`src/rtl/change_pkg.sv`:
```
// Shared types and default denominations for the sequential change dispenser.
package change_pkg;

  typedef enum logic [1:0] {
    COIN_Q    = 2'd0,
    COIN_D    = 2'd1,
    COIN_N    = 2'd2,
    COIN_NONE = 2'd3
  } coin_t;

  typedef enum logic [1:0] {
    IDLE     = 2'd0,
    PLAN     = 2'd1,
    DISPENSE = 2'd2,
    DONE     = 2'd3
  } state_t;

  localparam int DEF_QUARTER = 32'd25;
  localparam int DEF_DIME    = 32'd10;
  localparam int DEF_NICKEL  = 32'd5;

endpackage

```
`src/rtl/change_dispenser_seq_coin_inventory.sv`:
```
// Three saturating coin inventory counters with refill-add and dispense-decrement.
// Built only when COIN_INVENTORY_EN is defined.
`ifdef COIN_INVENTORY_EN
module coin_inventory
  import change_pkg::*;
#(
  parameter int COUNT_W    = 5,
  parameter int INIT_COUNT = 0
) (
  input  logic               clk,
  input  logic               rst,
  input  logic               refill_en,
  input  coin_t              refill_coin,
  input  logic [COUNT_W-1:0] refill_count,
  input  logic               dec_en,
  input  coin_t              dec_coin,
  output logic [COUNT_W-1:0] inv_q,
  output logic [COUNT_W-1:0] inv_d,
  output logic [COUNT_W-1:0] inv_n
);

  localparam logic [COUNT_W-1:0] INIT_V   = COUNT_W'(INIT_COUNT);
  localparam logic [COUNT_W-1:0] CNT_ZERO = {COUNT_W{1'b0}};
  localparam logic [COUNT_W-1:0] CNT_ONE  = {{(COUNT_W-1){1'b0}}, 1'b1};

  function automatic logic [COUNT_W-1:0] sat_add(input logic [COUNT_W-1:0] a,
                                                 input logic [COUNT_W-1:0] b);
    logic [COUNT_W:0] sum;
    sum = {1'b0, a} + {1'b0, b};
    return sum[COUNT_W] ? {COUNT_W{1'b1}} : sum[COUNT_W-1:0];
  endfunction

  // Refill and dispense never overlap (IDLE vs DISPENSE); decrement is floored at zero.
  function automatic logic [COUNT_W-1:0] next_count(input logic [COUNT_W-1:0] cur,
                                                    input logic               add,
                                                    input logic [COUNT_W-1:0] amount,
                                                    input logic               sub);
    if (add) begin
      return sat_add(cur, amount);
    end else if (sub && (cur != CNT_ZERO)) begin
      return cur - CNT_ONE;
    end else begin
      return cur;
    end
  endfunction

  // Inventory registers.
  always_ff @(posedge clk) begin
    if (rst) begin
      inv_q <= INIT_V;
      inv_d <= INIT_V;
      inv_n <= INIT_V;
    end else begin
      inv_q <= next_count(inv_q, refill_en && (refill_coin == COIN_Q), refill_count,
                          dec_en && (dec_coin == COIN_Q));
      inv_d <= next_count(inv_d, refill_en && (refill_coin == COIN_D), refill_count,
                          dec_en && (dec_coin == COIN_D));
      inv_n <= next_count(inv_n, refill_en && (refill_coin == COIN_N), refill_count,
                          dec_en && (dec_coin == COIN_N));
    end
  end

endmodule
`endif

```
`src/rtl/change_dispenser_seq.sv`:
```
// Greedy quarter/dime/nickel change planner and one-coin-per-cycle dispenser.
// Finite inventory and refill path are enabled by COIN_INVENTORY_EN; otherwise supply is unlimited.
module change_dispenser_seq
  import change_pkg::*;
#(
  parameter int CHANGE_W   = 9,
  parameter int COUNT_W    = 5,
  parameter int QUARTER    = DEF_QUARTER,
  parameter int DIME       = DEF_DIME,
  parameter int NICKEL     = DEF_NICKEL,
  parameter int INIT_COUNT = 0
) (
  input  logic                clk,
  input  logic                rst,
  input  logic                req_valid,
  output logic                req_ready,
  input  logic [CHANGE_W-1:0] req_change,
  input  logic                refill_valid,
  input  logic [1:0]          refill_coin,
  input  logic [COUNT_W-1:0]  refill_count,
  output logic                coin_valid,
  output logic [1:0]          coin_type,
  output logic                done,
  output logic                done_ok,
  output logic [COUNT_W-1:0]  quarters,
  output logic [COUNT_W-1:0]  dimes,
  output logic [COUNT_W-1:0]  nickels,
  output logic [COUNT_W-1:0]  inv_q,
  output logic [COUNT_W-1:0]  inv_d,
  output logic [COUNT_W-1:0]  inv_n
);

  typedef struct packed {
    logic [COUNT_W-1:0] q;
    logic [COUNT_W-1:0] d;
    logic [COUNT_W-1:0] n;
  } cnt3_t;

  localparam logic [COUNT_W-1:0]  CNT_ZERO  = {COUNT_W{1'b0}};
  localparam logic [COUNT_W-1:0]  CNT_ONE   = {{(COUNT_W-1){1'b0}}, 1'b1};
  localparam logic [COUNT_W-1:0]  CNT_MAX   = {COUNT_W{1'b1}};
  localparam cnt3_t               CNT3_ZERO = '{q: CNT_ZERO, d: CNT_ZERO, n: CNT_ZERO};
  localparam logic [CHANGE_W-1:0] REM_ZERO  = {CHANGE_W{1'b0}};
  localparam logic [CHANGE_W-1:0] Q_VAL     = CHANGE_W'(QUARTER);
  localparam logic [CHANGE_W-1:0] D_VAL     = CHANGE_W'(DIME);
  localparam logic [CHANGE_W-1:0] N_VAL     = CHANGE_W'(NICKEL);

  state_t              state_r, state_s;
  logic [CHANGE_W-1:0] rem_r, rem_s;
  cnt3_t               plan_r, plan_s;
  cnt3_t               left_r, left_s;
  cnt3_t               result_r, result_s;
  logic                ok_r, ok_s;
  logic                q_avail_s, d_avail_s, n_avail_s;
  coin_t               pick_s;
  logic [COUNT_W-1:0]  pick_cnt_s;
  coin_t               disp_type_s;

`ifdef COIN_INVENTORY_EN
  coin_inventory #(
    .COUNT_W   (COUNT_W),
    .INIT_COUNT(INIT_COUNT)
  ) u_inventory (
    .clk         (clk),
    .rst         (rst),
    .refill_en   (refill_valid && (state_r == IDLE)),
    .refill_coin (coin_t'(refill_coin)),
    .refill_count(refill_count),
    .dec_en      (state_r == DISPENSE),
    .dec_coin    (disp_type_s),
    .inv_q       (inv_q),
    .inv_d       (inv_d),
    .inv_n       (inv_n)
  );

  assign q_avail_s = (plan_r.q < inv_q);
  assign d_avail_s = (plan_r.d < inv_d);
  assign n_avail_s = (plan_r.n < inv_n);
`else
  logic unused_refill_s;

  assign unused_refill_s = ^{refill_valid, refill_coin, refill_count};
  assign inv_q     = CNT_MAX;
  assign inv_d     = CNT_MAX;
  assign inv_n     = CNT_MAX;
  assign q_avail_s = 1'b1;
  assign d_avail_s = 1'b1;
  assign n_avail_s = 1'b1;
`endif

  // Greedy selection: the largest coin that still fits the remainder and is available.
  always_comb begin
    if ((rem_r >= Q_VAL) && q_avail_s) begin
      pick_s     = COIN_Q;
      pick_cnt_s = plan_r.q;
    end else if ((rem_r >= D_VAL) && d_avail_s) begin
      pick_s     = COIN_D;
      pick_cnt_s = plan_r.d;
    end else if ((rem_r >= N_VAL) && n_avail_s) begin
      pick_s     = COIN_N;
      pick_cnt_s = plan_r.n;
    end else begin
      pick_s     = COIN_NONE;
      pick_cnt_s = CNT_ZERO;
    end
  end

  // Dispense order: all quarters, then dimes, then nickels.
  always_comb begin
    if (left_r.q != CNT_ZERO) begin
      disp_type_s = COIN_Q;
    end else if (left_r.d != CNT_ZERO) begin
      disp_type_s = COIN_D;
    end else begin
      disp_type_s = COIN_N;
    end
  end

  // Next-state and datapath update.
  always_comb begin
    state_s  = state_r;
    rem_s    = rem_r;
    plan_s   = plan_r;
    left_s   = left_r;
    result_s = result_r;
    ok_s     = ok_r;
    case (state_r)
      IDLE: begin
        if (req_valid) begin
          rem_s   = req_change;
          plan_s  = CNT3_ZERO;
          state_s = PLAN;
        end else begin
          state_s = IDLE;
        end
      end
      PLAN: begin
        if (pick_s == COIN_NONE) begin
          if (rem_r == REM_ZERO) begin
            result_s = plan_r;
            left_s   = plan_r;
            ok_s     = 1'b1;
            state_s  = (plan_r == CNT3_ZERO) ? DONE : DISPENSE;
          end else begin
            result_s = CNT3_ZERO;
            ok_s     = 1'b0;
            state_s  = DONE;
          end
        end else if (pick_cnt_s == CNT_MAX) begin
          result_s = CNT3_ZERO;
          ok_s     = 1'b0;
          state_s  = DONE;
        end else begin
          case (pick_s)
            COIN_Q: begin
              plan_s.q = plan_r.q + CNT_ONE;
              rem_s    = rem_r - Q_VAL;
            end
            COIN_D: begin
              plan_s.d = plan_r.d + CNT_ONE;
              rem_s    = rem_r - D_VAL;
            end
            COIN_N: begin
              plan_s.n = plan_r.n + CNT_ONE;
              rem_s    = rem_r - N_VAL;
            end
            default: begin
              state_s = DONE;
            end
          endcase
        end
      end
      DISPENSE: begin
        case (disp_type_s)
          COIN_Q:  left_s.q = left_r.q - CNT_ONE;
          COIN_D:  left_s.d = left_r.d - CNT_ONE;
          default: left_s.n = left_r.n - CNT_ONE;
        endcase
        if (left_s == CNT3_ZERO) begin
          state_s = DONE;
        end else begin
          state_s = DISPENSE;
        end
      end
      DONE: begin
        state_s = IDLE;
      end
      default: begin
        state_s = IDLE;
      end
    endcase
  end

  // State and datapath registers.
  always_ff @(posedge clk) begin
    if (rst) begin
      state_r  <= IDLE;
      rem_r    <= REM_ZERO;
      plan_r   <= CNT3_ZERO;
      left_r   <= CNT3_ZERO;
      result_r <= CNT3_ZERO;
      ok_r     <= 1'b0;
    end else begin
      state_r  <= state_s;
      rem_r    <= rem_s;
      plan_r   <= plan_s;
      left_r   <= left_s;
      result_r <= result_s;
      ok_r     <= ok_s;
    end
  end

  assign req_ready  = (state_r == IDLE);
  assign coin_valid = (state_r == DISPENSE);
  assign coin_type  = (state_r == DISPENSE) ? disp_type_s : COIN_NONE;
  assign done       = (state_r == DONE);
  assign done_ok    = ok_r;
  assign quarters   = result_r.q;
  assign dimes      = result_r.d;
  assign nickels    = result_r.n;

endmodule

```
`config.mk`:
```
export PLATFORM = sky130hd
export DESIGN_NAME = change_dispenser_seq
export DESIGN_NICKNAME = d
export VERILOG_FILES = /design/src/rtl/change_pkg.sv /design/src/rtl/change_dispenser_seq_coin_inventory.sv /design/src/rtl/change_dispenser_seq.sv
export SDC_FILE = /design/constraint.sdc
export NUM_CORES = 1
export LEC_CHECK = 0
export ABC_AREA = 1
export CAP_MARGIN = 10
export CORE_UTILIZATION = 59
export DETAILED_ROUTE_END_ITERATION = 16
export PLACE_DENSITY = 0.94
export RECOVER_POWER = 50
export SYNTH_ARGS = -nofsm -noshare
export SYNTH_HDL_FRONTEND = slang
export SYNTH_SLANG_ARGS = --single-unit
```
`constraint.sdc`:
```
create_clock -name clk -period 7.1 [get_ports clk]
set_input_delay 2.13 -clock clk [delete_from_list [all_inputs] [get_ports clk]]
set_output_delay 2.13 -clock clk [all_outputs]
set_load 0.05 [all_outputs]
```
==> flow_summary.ini, run 1 <==
[power_and_ir_drop]
p_int_mw = 1.10
max-vdd-ir-drop_mv = 0.229
seq_power_share = 0.204
p_sw_frac = 0.560
pwr-share-comb = 0.672
clockPowerShare = 0.124
switchingPower_mw = 1.39
p_leak_nw = 2.14
power_density_nw_per_um2 = 524

[detailed_routing]
routed_wl_mm = 10.9
vias = 4474
via_per_inst = 5.59
wl_per_cell_um = 13.6
drtIter0Drc = 433
detail-route-antenna-nets = 0
dr.pass1.iters = 5
drc_errors = 0

[finish]
layout-drive-gt1-share = 0.0756
final_cells = 800
nNetsFinal = 742
areaGrowthSynthToFinish_pct = 8.72
antennaDiodeCount = 0

[worst_setup_path]
crit_required_ns = 7.30
crit_family = buffers and inverters
critPathKind = in2reg
reg2reg_from = rem_r[2]$_SDFFE_PP0P_
end_kind = flip-flop
path_cells = dlygate4sd3_1, clkbuf_1, inv_1, o21ai_0, a21oi_1
critical_path.endpoint = left_r[14]$_SDFFE_PP0P_
startpoint_type = input pin
r2r_slack_ns = 2.94
reg2reg_to = dimes[1]$_SDFFE_PP0P_
critical_path.max_stage_delay_ns = 1.33
arrival_ns = 5.21
crit_start = rst
r2r_cells = 16
critPathBufInv = 3
crit_slowest_cell = clkbuf_1
cp_max_fo = 40
worst-path-stages = 5

[worst_hold_path]
hold_path_class = reg2reg

[global_route]
grtUsageTotal = 0.286
grt_pass1_wl_mm = 17.7
grt_max_degree = 41
overflow = 0
grt_pass1_vias = 4014
antenna_found_initial = 0

[synth]
synth_area_leader_cell = dfxtp_1
avgSynthCellArea_um2 = 6.46
synthTopCellsByCount = nand2_1, inv_1, nor2_1, dfxtp_1, nand3_1
synth_edf_count = 0
synth_seq_area_share = 0.261
synth_cells = 677
yosys.area.top_type_share = 0.261
ys_ff_latch = 57
ys_types = 42
ys_top_cells_by_area = dfxtp_1, nand2_1, ha_1
yosys_warnings = 0
netlist_area_um2 = 4380
async_flop_share = 0
ys.flop_type = dfxtp_1
yosysMostFrequentCell = nand2_1

[timing]
tns_ns = 0
slew_headroom = -0.232
setup_viol = 0
rsz0062_at_grt = false
hold_viol = 0
max_freq_ghz = 0.200
period_minus_slack_ns = 5.01
worstMarginPinSlew_ns = 1.85
skew_ns = 0.00704
finalMaxSlewViolations = 41
fin_crit_sh = 0.705

[floorplan]
die_y_um = 88.1
initial_utilization = 0.607
core_area_um2 = 7210
fp.dieW_um = 88.1
rows = 31
die_area_um2 = 7770
io_pins = 56

[clock_tree]
h-tree-depth = 3
cts-root-buf = clkbuf_8
cts_buffer_depth = 2
hold_buffers = 0
clk_pin_slew_worst_paths_ns = 0.07
cts_resized = 0
cts_tree = built
post_cts_buffers = 0
numCtsBuffers = 9
clkSinkCount = 57
clock_latency_ns = 0.34

[place]
io_buffer_count = 32
place_hpwl_mm = 7.58
place_inst = 784
gp_congestion = 0.897

[outcome]
outcome = complete, but fails checks
violations = max-capacitance violations, max-slew violations

[run]
drv_cap = 1
[worst min-delay path by stage]
stage,endpoint,slack (ns),start,cells past startpoint
after floorplan,left_r[0]$_SDFFE_PP0P_,0.46,left_r[0]$_SDFFE_PP0P_,2
after global placement,done_ok$_SDFFE_PP0P_,0.46,done_ok$_SDFFE_PP0P_,2
after detailed placement,dimes[0]$_SDFFE_PP0P_,0.46,dimes[0]$_SDFFE_PP0P_,2
after CTS,dimes[0]$_SDFFE_PP0P_,0.47,dimes[0]$_SDFFE_PP0P_,2
after global routing,done_ok$_SDFFE_PP0P_,0.49,done_ok$_SDFFE_PP0P_,2
final,done_ok$_SDFFE_PP0P_,0.46,done_ok$_SDFFE_PP0P_,2
[power by group through the flow]
stage | Sequential (mW) | Clock, mW | Combinational, mW
2_1_floorplan | 0.471 | 0 | 1.37
3_3_place_gp | 0.505 | 0 | 1.59
3_5_place_dp | 0.509 | 0 | 1.64
4_1_cts | 0.503 | 0.310 | 1.65
5_1_grt | 0.517 | 0.325 | 1.89
6_report | 0.510 | 0.308 | 1.67
[placed cells by master (no fill, tap or decap), types with 3 or more instances in the layout]
master           instances
a211oi_1                 7
a21oi_1                 62
a31oi_1                  3
clkbuf_8                10
clkdlybuf4s50_1         18
clkinv_1                 3
conb_1                  15
dfxtp_1                 57
dlygate4sd3_1           14
ha_1                    26
inv_1                   64
inv_2                    5
nand2_1                186
nand2_2                 13
nand2_4                  3
nand3_1                 55
nand4_1                 16
nor2_1                  64
nor2_2                   4
nor2_4                   3
nor3_1                   4
o211ai_1                 3
o21ai_0                 30
xnor2_1                  3
xor2_1                   9
[routing by layer]
metal	up-vias	routed length [um]	GRT usage
met5	-	0	0
met3	27	826	0.0424
met4	0	222	0.113
met2	215	5060	0.479
li1	2201	-	-
met1	2031	4800	0.370
[worst min-delay path, stage by stage (launching register included)]
cell and delay (ns):
dfxtp_1 0.31, nand2_1 0.05, a21oi_1 0.05
[metrics by stage]
| step | hold slack, ns | util | area, um2 | worst slack (ns) | power [mW] |
|---|---|---|---|---|---|
| floorplan | 0.458 | - | 4430 | 3.39 | 1.84 |
| global placement | 0.456 | 0.642 | 4630 | 2.87 | 2.09 |
| detailed placement | 0.458 | 0.642 | 4630 | 2.77 | 2.15 |
| CTS | 0.468 | 0.669 | 4820 | 2.40 | 2.46 |
| global route | 0.488 | 0.660 | 4760 | 2.02 | 2.73 |
| finish | 0.460 | 0.660 | 4760 | 2.09 | 2.49 |
[kinds of logic after synthesis]
group           share of synthesized area
xor+xnor                           0.0240
fa+ha+maj                          0.0743
flops                               0.261
simple gates                        0.374
compound gates                      0.144
buf+inv                             0.121
other cells                      0.000857
[state kept, by name, summed over array words and instances, names as in the netlist]
name      flops
quarters      5
nickels       5
done_ok       1
rem_r         9
state_r       2
left_r       15
dimes         5
plan_r       15
[area by class of cell]
cell class | count | area, um2
multi-input cells | 522 | 2700
clock buffers | 11 | 141
inverters | 72 | 270
repair buffers | 34 | 332
well taps | 99 | 124
fillers | 647 | 2460
flip-flops and latches | 57 | 1140
clock inverters | 5 | 55.1
Power figures use the tool's default switching activity.
==> run 2: changes to the inputs <==
Settings changed: CORE_UTILIZATION 59 to 57, PLACE_DENSITY 0.94 to 0.92.
Clock period 7.1 ns to 5 ns, I/O delays scaled along.
==> run 2 against run 1 <==
Against the previous run: final cell count unchanged; final area is 0.42% lower; the flow now finishes without violations; largest cell class unchanged; clock-buffer cell count is 1 lower; sequential power up 42%; register-to-register slack worse by 2.1 ns; first-iteration DRC count down 27%; worst hold slack better by 0.0035 ns; clock skew rose by 0.0051 ns.
==> flow_summary.ini, run 2 (synthesis gave the netlist of run 1 again) <==
[finish]
layout.cells.most_common_list = nand2_1, nor2_1, inv_1
nNetsFinal = 743
final_cells = 800
antennaDiodeCount = 0
layout-drive-gt1-share = 0.0728
final_common_cell = nand2_1
largestRegisters = left_r x15, plan_r x15, rem_r x9
areaGrowthSynthToFinish_pct = 8.26

[clock_tree]
clock_latency_ns = 0.35
h-tree-depth = 3
numCtsBuffers = 9
hold_buffers = 0
cts_buffer_depth = 2
cts_resized = 0
clkSinkCount = 57
cts_tree = built
clk_pin_slew_worst_paths_ns = 0.07
post_cts_buffers = 0
cts-root-buf = clkbuf_8

[worst_setup_path]
end_kind = flip-flop
cp_max_fo = 17
critical_path.max_stage_delay_ns = 1.10
crit_slowest_cell = a21oi_1
crit_required_ns = 5.25
critPathBufInv = 4
startpoint_type = flip-flop
critPathKind = reg2reg
arrival_ns = 4.44
path_cells = inv_1, ha_1, inv_1, nand2_1, nand2_1, inv_1, nand2_2, nor2_1, nand2_1, nand2_1, inv_1, ha_1, a21oi_1, nand3_1, a21oi_1, nor2_1
crit_family = simple AND/OR/NAND/NOR gates

[place]
io_buffer_count = 32
place_inst = 785
place_hpwl_mm = 7.91
gp_congestion = 0.947

[run]
drv_cap = 0

[floorplan]
die_y_um = 89.6
core_area_um2 = 7330
fp.dieW_um = 89.6
initial_utilization = 0.597
rows = 31
die_area_um2 = 8030
io_pins = 56

[outcome]
outcome = finished clean

[worst_hold_path]
hold_path_class = reg2reg

[detailed_routing]
wl_per_cell_um = 13.9
routed_wl_mm = 11.1
dr.pass1.iters = 7
detail-route-antenna-nets = 0
drc_errors = 0
drtIter0Drc = 317
vias = 4539
via_per_inst = 5.67

[timing]
worstMarginPinSlew_ns = 1.41
rsz0062_at_grt = false
max_freq_ghz = 0.239
tns_ns = 0
fin_crit_sh = 0.838
period_minus_slack_ns = 4.19
skew_ns = 0.0121
setup_viol = 0
hold_viol = 0
slew_headroom = 0.0570
finalMaxSlewViolations = 0

[global_route]
grt_max_degree = 41
grtUsageTotal = 0.291
antenna_found_initial = 0
overflow = 0
grt_pass1_vias = 4084
grt_pass1_wl_mm = 18.1

[power_and_ir_drop]
power_density_nw_per_um2 = 748
max-vdd-ir-drop_mv = 0.357
p_leak_nw = 2.15
-- run 2: worst paths after layout --
kind | start | endpoint | slack, ns | cells past startpoint
setup / recovery | rem_r[1]$_SDFFE_PP0P_ | plan_r[0]$_SDFFE_PP0P_ | 0.81 | 16
hold / removal | dimes[2]$_SDFFE_PP0P_ | dimes[2]$_SDFFE_PP0P_ | 0.46 | 2
setup reg to reg | rem_r[1]$_SDFFE_PP0P_ | plan_r[0]$_SDFFE_PP0P_ | 0.81 | 16
hold reg to reg | dimes[2]$_SDFFE_PP0P_ | dimes[2]$_SDFFE_PP0P_ | 0.46 | 2
-- run 2: worst register-to-register path: cells and delay by family (launching register included) --
| family | cells | cell delay, ns |
|---|---|---|
| simple gates | 8 | 1.36 |
| compound gates | 2 | 1.36 |
| fa+ha+maj | 2 | 0.49 |
| buf+inv | 4 | 0.53 |
| flops | 1 | 0.34 |
-- run 2: through the flow --
stage	setup WS, ns	util	hold WS (ns)	total power [mW]	cell area, um2
after floorplan	1.92	-	0.458	2.61	4430
after global placement	1.39	0.632	0.455	2.97	4640
after detailed placement	1.30	0.632	0.457	3.08	4640
after CTS	0.945	0.659	0.468	3.52	4830
after global routing	0.439	0.646	0.480	3.85	4740
final	0.808	0.646	0.463	3.55	4740
-- run 2: power breakdown --
part	leakage [nW]	switching [mW]	total [mW]	internal, mW
sequential	0.465	0.157	0.722	0.565
combinational	1.59	1.64	2.38	0.743
clock	0.0981	0.200	0.440	0.240
total	2.15	2.00	3.55	1.55
-- run 2: cell type report --
type / instances / area [um2]
inverter: 72 / 270
multi-input combinational: 522 / 2670
tap: 99 / 124
timing repair buffer: 35 / 343
clock buffer: 10 / 138
clock inverter: 5 / 56.3
sequential: 57 / 1140
fill: 639 / 2590
-- run 2: per-layer routing --
layer	wire length, um	up-vias	GRT usage
li1	-	2201	-
met2	5380	242	0.487
met5	0	-	0
met1	4490	2066	0.355
met4	248	0	0.154
met3	1000	30	0.0567
==> run 3: changes to the inputs <==
Clock period 5 ns to 4.3 ns, I/O delays scaled along.
==> run 3 against run 2 <==
Against the previous run: final cell count rose by 0.38%; non-clock buffer count is 2 higher; combinational power rose by 17%.
==> flow_summary.ini, run 3 (synthesis gave the netlist of run 1 again) <==
[global_route]
grt_max_degree = 40
overflow = 0
grt_pass1_wl_mm = 18.7
antenna_found_initial = 0
grtUsageTotal = 0.298
grt_pass1_vias = 4253

[timing]
skew_ns = 0.0105
rsz0062_at_grt = false
tns_ns = 0
whs_ns = 0.465
max_freq_ghz = 0.258
period_minus_slack_ns = 3.88
setup_slack_ns = 0.424
finalMaxSlewViolations = 0
slew_headroom = 0.434
hold_viol = 0
fin_crit_sh = 0.901
setup_viol = 0
worstMarginPinSlew_ns = 0.848

[finish]
multi_input_area_um2 = 2680
layout-drive-gt1-share = 0.0781
nNetsFinal = 745
areaGrowthSynthToFinish_pct = 8.58
largestRegisters = left_r x15, plan_r x15, rem_r x9
final_common_cell = nand2_1
seq_area_um2 = 1140
layout.cells.most_common_list = nand2_1, inv_1, nor2_1
nFillCells = 636
antennaDiodeCount = 0

[run]
drv_cap = 0

[floorplan]
die_y_um = 89.6
fp.dieW_um = 89.6
io_pins = 56
rows = 31
core_area_um2 = 7330
die_area_um2 = 8030
initial_utilization = 0.597

[clock_tree]
clkSinkCount = 57
cts-root-buf = clkbuf_8
h-tree-depth = 3
post_cts_buffers = 0
cts_buffer_depth = 2
hold_buffers = 0
cts_tree = built
cts_resized = 0
clk_pin_slew_worst_paths_ns = 0.07
clock_latency_ns = 0.35
numCtsBuffers = 9

[worst_hold_path]
hold_path_class = reg2reg
hold_start = done_ok$_SDFFE_PP0P_

[place]
gp_congestion = 0.942
place_hpwl_mm = 7.63
io_buffer_count = 32
pre_cts_ws_ns = 0.807

[detailed_routing]
drtIter0Drc = 371
routed_wl_mm = 11.3
via_per_inst = 5.60
vias = 4494
detail-route-antenna-nets = 0
wl_per_cell_um = 14.0
dr.pass1.iters = 5
drc_errors = 0

[worst_setup_path]
crit_start = left_r[10]$_SDFFE_PP0P_
critPathKind = reg2out
cp_max_fo = 10
reg2reg_to = nickels[3]$_SDFFE_PP0P_
cpMostUsedCell = nand2_1
r2r_slack_ns = 0.61
critical_path.max_stage_delay_ns = 0.81
critical_path.endpoint = coin_type[1]
r2r_cells = 16
crit_slowest_cell = clkdlybuf4s50_1
path_cells = inv_1, ha_1, nand2_1, nor2_2, nand2_1, nand2_1, clkdlybuf4s50_1
startpoint_type = flip-flop
crit_required_ns = 3.01
reg2reg_from = rem_r[2]$_SDFFE_PP0P_
end_kind = output port
arrival_ns = 2.59

[power_and_ir_drop]
max-vdd-ir-drop_mv = 0.457
finalPower_mw = 4.09
power_density_nw_per_um2 = 861
p_leak_nw = 2.16

[outcome]
outcome = finished clean
## run 3: report_power, final
part           total [mW]  internal, mW  leakage, nW  switching, mW
logic                2.79         0.885         1.60           1.90
registers           0.839         0.656        0.465          0.183
clock network       0.466         0.225       0.0922          0.241
## run 3: cell type report
type                            count  share of cell area
Tap cell                           99              0.0261
Timing Repair Buffer               37              0.0745
Sequential cell                    57               0.240
Multi-Input combinational cell    522               0.564
Clock inverter                      6             0.00922
Inverter                           72              0.0569
Clock buffer                       10              0.0290
## run 3: worst min path at each step
| stage | to | slack, ns | cells past startpoint |
|---|---|---|---|
| detailed placement | dimes[0]$_SDFFE_PP0P_ | 0.46 | 2 |
| global route | nickels[3]$_SDFFE_PP0P_ | 0.48 | 2 |
| CTS | dimes[0]$_SDFFE_PP0P_ | 0.47 | 2 |
| floorplan | left_r[0]$_SDFFE_PP0P_ | 0.46 | 2 |
| global placement | done_ok$_SDFFE_PP0P_ | 0.46 | 2 |
| finish | done_ok$_SDFFE_PP0P_ | 0.46 | 2 |
## run 3: layer usage
metal | wire (um) | vias up | global-route usage | part of all wire
met5 | 0 | - | 0 | 0
met1 | 4750 | 2042 | 0.385 | 0.42
li1 | - | 2207 | - | -
met4 | 266 | 0 | 0.137 | 0.024
met2 | 5340 | 212 | 0.490 | 0.47
met3 | 894 | 33 | 0.0466 | 0.079
## run 3: critical path, delay by kind of cell, from the launching register on
family	cells	cell delay (ns)
adder cells (fa/ha/maj)	1	0.21
buffers and inverters	2	0.93
flip-flops	1	0.34
AND/OR/NAND/NOR	4	0.77
## run 3: per-stage QoR
stage / cells / util / instance area [um2]
CTS: 803 / 0.659 / 4830
global route: 803 / 0.648 / 4750
finish: 803 / 0.648 / 4750
floorplan: 691 / - / 4430
global placement: 787 / 0.634 / 4650
detailed placement: 787 / 0.634 / 4650
